==> config.mk <==
export PLATFORM = sky130hd
export DESIGN_NAME = branch_redirect_ctrl
export DESIGN_NICKNAME = d
export VERILOG_FILES = /design/src/rtl/branch_redirect_ctrl.sv
export SDC_FILE = /design/constraint.sdc
export NUM_CORES = 1
export LEC_CHECK = 0
export CORE_MARGIN = 2
export CORE_UTILIZATION = 45
export CTS_CLUSTER_DIAMETER = 40
export DETAILED_ROUTE_END_ITERATION = 16
export DONT_BUFFER_PORTS = 1
export GPL_TIMING_DRIVEN = 0
export PLACE_DENSITY_LB_ADDON = 0.15
export SLEW_MARGIN = 20
export SYNTH_ARGS = -nofsm -noshare
export SYNTH_HDL_FRONTEND = slang
export SYNTH_SLANG_ARGS = --single-unit
==> constraint.sdc <==
create_clock -name clk -period 3.6 [get_ports clk]
set_input_delay 0.72 -clock clk [delete_from_list [all_inputs] [get_ports clk]]
set_output_delay 0.72 -clock clk [all_outputs]
set_load 0.02 [all_outputs]
==> src/rtl/branch_redirect_ctrl.sv <==
// EX-stage misprediction detection, wrong-path flush and registered PC redirect toward IF.
// Optional branch statistics counters are built only when BRANCH_PERF_CNT_EN is defined.
module branch_redirect_ctrl #(
  parameter int XLEN  = 32,
  parameter int CNT_W = 32
) (
  input  logic             clk,
  input  logic             rst,
  input  logic             ex_valid,
  input  logic             ex_hold,
  input  logic             ex_is_b_type,
  input  logic             ex_is_jal,
  input  logic             ex_is_jalr,
  input  logic             ex_branch_taken,
  input  logic             ex_pred_taken,
  input  logic [XLEN-1:0]  ex_pred_target,
  input  logic [XLEN-1:0]  ex_pc,
  input  logic [XLEN-1:0]  ex_target,
  input  logic             redirect_ready,
  output logic             redirect_valid,
  output logic [XLEN-1:0]  redirect_pc,
  output logic             flush_if_id,
  output logic             flush_id_ex,
  output logic             busy,
  output logic [CNT_W-1:0] br_count,
  output logic [CNT_W-1:0] mispred_count
);

  typedef enum logic {IDLE = 1'b0, PEND = 1'b1} state_t;

  state_t          state;
  state_t          state_nxt;
  logic            resolved;
  logic            cf;
  logic            act_taken;
  logic            mis;
  logic [XLEN-1:0] next_pc;

  assign cf        = ex_valid & (ex_is_b_type | ex_is_jal | ex_is_jalr);
  assign act_taken = ex_is_jal | ex_is_jalr | ex_branch_taken;
  assign next_pc   = act_taken ? ex_target : ex_pc + XLEN'(4);
  assign mis       = cf & ~resolved &
                     ((act_taken != ex_pred_taken) | (act_taken & (ex_pred_target != ex_target)));

  always_comb begin
    state_nxt = state;
    case (state)
      IDLE:    if (mis) state_nxt = PEND;
      PEND:    if (redirect_ready) state_nxt = IDLE;
      default: state_nxt = IDLE;
    endcase
  end

  // In PEND, EX holds wrong-path or bubble content, so only IF/ID keeps being killed.
  assign flush_id_ex = mis & (state == IDLE);
  assign flush_if_id = mis | (state == PEND);
  assign busy        = (state == PEND);

  always_ff @(posedge clk) begin
    if (rst) begin
      state          <= IDLE;
      redirect_valid <= 1'b0;
      redirect_pc    <= '0;
      resolved       <= 1'b0;
    end else begin
      state          <= state_nxt;
      redirect_valid <= (state_nxt == PEND);
      if ((state == IDLE) && mis)
        redirect_pc <= next_pc;
      // A stalled branch re-presented by EX must not redirect a second time.
      resolved <= ex_hold & (resolved | mis);
    end
  end

`ifdef BRANCH_PERF_CNT_EN
  logic [CNT_W-1:0] br_cnt_q;
  logic [CNT_W-1:0] mis_cnt_q;

  always_ff @(posedge clk) begin
    if (rst) begin
      br_cnt_q  <= '0;
      mis_cnt_q <= '0;
    end else begin
      if (cf & ~ex_hold)
        br_cnt_q <= br_cnt_q + CNT_W'(1);
      if (mis & (state == IDLE))
        mis_cnt_q <= mis_cnt_q + CNT_W'(1);
    end
  end

  assign br_count      = br_cnt_q;
  assign mispred_count = mis_cnt_q;
`else
  assign br_count      = '0;
  assign mispred_count = '0;
`endif

endmodule

==> metrics.md <==
| Metric | Value |
|---|---|
| Worst r2r dst | `redirect_pc[14]` |
| DRT iter0 DRCs | `67` |
| Hold-fix buffers, CTS | `0` |
| Top post-synthesis cells by count | `67 x buf_4, 40 x nand2_1, 37 x xnor2_1` |
| Pwr dens | `303 nW/um^2` |
| Async SR Flop Fraction | `0%` |
| Worst vdd ir | `142 uV` |
| TritonCTS clock tree | `yes` |
| Clk buf depth | `2` |
| Arrival time worst endpoint | `2.16 ns` |
| Synth top area share | `21.4%` |
| Post-Syn Area | `3180 um^2` |
| Cells after synthesis | `401` |
| Synth Area in Adders | `0.394%` |
| Vias in the first global route | `2625` |
| Placer Congestion | `0.821` |
| Diodes inserted | `0` |
| Sw power | `0.000389 W` |
| Final Power | `0.00110 W` |
| I/O pin count | `206` |
| PortBufs | `0` |
| R2R setup slack | `2.01 ns` |
| Max Cap Viol | `0` |
| Post-DRT Antenna Nets | `0` |
| Chip Width | `88.0 um` |
| Synthesized area per cell | `7.92 um^2` |
| Gr usage total | `22.9%` |
| Largest net degree at the start of global routing | `12` |
| FF-to-FF path depth | `5` |
| RSZ-0062 raised after global routing | `no` |
| CP Data Required Time | `2.88 ns` |
| Ys Warns | `0` |
| Worst-margin pin slew | `0.594 ns` |
| Final hold vios | `0` |
| Achievable Freq | `0.347 GHz` |
| Die footprint | `7750 um^2` |
| Htree depth | `2` |
| Via count | `2759` |
| Cell with the most instances after synthesis | `buf_4` |
| Leak | `1.60 nW` |
| HP Start | `resolved` |
| First-pass GRT wire length | `13300 um` |
| Largest cells by area after synthesis | `dfxtp_1 21%, buf_4 16%, xnor2_1 10%` |
| Total Routed Length | `9070 um` |
| Final period utilization | `80.0%` |
| Final setup skew | `0.00638 ns` |
| Setup-failing EPs final | `0` |
| Flop pwr share | `42.4%` |
| Area grow syn2layout | `14.2%` |
| Post-Synth XOR/XNOR Area | `16.3%` |
| Register area share after synthesis | `21.4%` |
| Post-synth EDFFs | `0` |
| Yosys top cell by area | `dfxtp_1` |
| CTS clk-pin slew, worst paths | `0.08 ns` |
| # DRC | `0` |
| Crit Path Class | `input pin to primary output` |
| Outcome | `finished clean` |
| Minimum clock period | `2.88 ns` |
| Num rows | `30` |
| Min-delay worst type | `register to register` |
| Internal power | `0.000709 W` |
| Netlist cell types | `41` |
| Num CTS Buffers | `5` |
| Seq cells post-synth | `34` |
| Min-Delay Endpoint | `resolved` |
| Startpoint class of the critical path | `input pin` |
| Slew HR | `60.4%` |
| Post-synth top flop | `dfxtp_1` |
| Crit-path max FO | `2` |
| Largest family of logic cells by synthesized area | `simple AND/OR/NAND/NOR gates` |
| Complex-gate fraction of the synthesized area | `10.6%` |
| Post-CTS Resized | `0` |
| Antenna violations before repair | `0` |
| Layout cells sized above 1 | `21.6%` |
| DR pass1 iterations | `4` |
| Vias per cell | `4.86` |
| Fin nets | `578` |
| Clock power share | `28.1%` |
| CP Capture Type | `primary output` |
| Core region area | `6830 um^2` |
| Switch share | `35.4%` |
| Reg-to-Reg Start | `resolved` |
| Final HPWL DP | `7650 um` |
| Post-CTS Setup Bufs | `0` |
| Hold Path Stages | `1` |
| Mux contribution to synthesized area | `8.86%` |
| Starting density of the core | `46.5%` |
| CTS Root Cell | `clkbuf_8` |
| Routed len/inst | `16.0 um` |
| Post-Route Setup TNS | `0 ns` |
| Comb pwr share | `29.4%` |
| Die Ht | `88.0 um` |
| GR Overflow Total | `0` |
| Simple-Gate Fraction of Synth Area | `22.8%` |
| Clk sinks | `34` |
| Count of pins over their slew limit | `0` |
| Clk_lat worst skew | `0.29 ns` |
cell type report:
cell class,instances,area [um^2]
Tap cell,96,120
Inverter,2,10.0
Buffer,84,612
Sequential cell,34,681
Clock buffer,6,82.6
Multi-Input combinational cell,344,2110
Clock inverter,2,12.5
Fill cell,699,3200
power by group through the flow:
stage	combinational [W]	clock (W)	sequential [W]
floorplan	0.000282	0	0.000468
global placement	0.000318	0	0.000476
detailed placement	0.000320	0	0.000476
CTS	0.000322	0.000315	0.000467
global route	0.000354	0.000331	0.000470
finish	0.000323	0.000309	0.000466
stage by stage:
stage | area, um^2 | worst slack (ns) | hold WS (ns) | utilization, % | cells
floorplan | 3410 | 0.968 | 0.463 | - | 464
global placement | 3530 | 0.664 | 0.481 | 51.7 | 560
detailed placement | 3530 | 0.677 | 0.486 | 51.7 | 560
CTS | 3630 | 0.674 | 0.504 | 53.1 | 568
global route | 3630 | 0.623 | 0.527 | 53.1 | 568
finish | 3630 | 0.721 | 0.502 | 53.1 | 568
logic make-up after synthesis:
| kind of cell | Yosys count |
|---|---|
| adders and majority gates | 1 |
| muxes | 27 |
| AOI/OAI and AO/OA | 53 |
| DFF | 34 |
| buffers and inverters | 86 |
| other | 1 |
| xor gates and xnor gates | 59 |
| and+or+nand+nor | 140 |
placed cells by master (no fill, tap or decap), types with 2 or more instances in the layout:
cell type,Yosys,routed
nor4_1,4,4
a211o_1,2,2
nor2_1,28,28
a311oi_2,3,3
clkbuf_1,13,13
xor2_1,22,22
clkbuf_8,0,6
buf_12,2,2
nand3_1,13,13
nand2_2,2,2
buf_4,67,67
nand2_1,40,40
xnor2_1,37,37
a21oi_1,16,16
or2_2,2,2
nand4_1,15,15
or3_1,3,3
nor2b_1,9,9
conb_1,1,64
and3_1,5,5
dfxtp_1,34,34
o211ai_1,7,7
mux2_2,8,8
nor4_2,3,3
mux2i_1,18,18
and4_1,5,5
o21ai_0,22,22
nor3_1,6,6
per-layer routing:
| metal | wire length, um | share of wire, % | track usage [%] |
|---|---|---|---|
| met5 | 0 | 0 | 0 |
| met1 | 3350 | 37 | 25.5 |
| met3 | 1160 | 13 | 9.52 |
| met4 | 236 | 2.6 | 7.99 |
| met2 | 4320 | 48 | 39.3 |
how the worst max path moves through the flow:
stage | startpoint | end | slack, ns | cells past startpoint
floorplan | ex_is_jal | flush_if_id | 0.97 | 7
global placement | ex_target[23] | flush_if_id | 0.66 | 6
detailed placement | ex_target[23] | flush_if_id | 0.68 | 6
CTS | ex_target[23] | flush_if_id | 0.67 | 6
global route | ex_target[5] | flush_if_id | 0.62 | 6
finish | ex_target[23] | flush_if_id | 0.72 | 6
state kept, by name, summed over array words and instances (netlist names):
name and cells:
resolved 1, redirect_pc 32, busy 1
worst max-delay path: stages:
cell	delay (ns)
xnor2_1	0.24
nand4_1	0.20
nor4_2	0.37
and3_1	0.25
nor2_1	0.06
or2_2	0.33
Note: power is estimated with default switching activity, not from simulation.
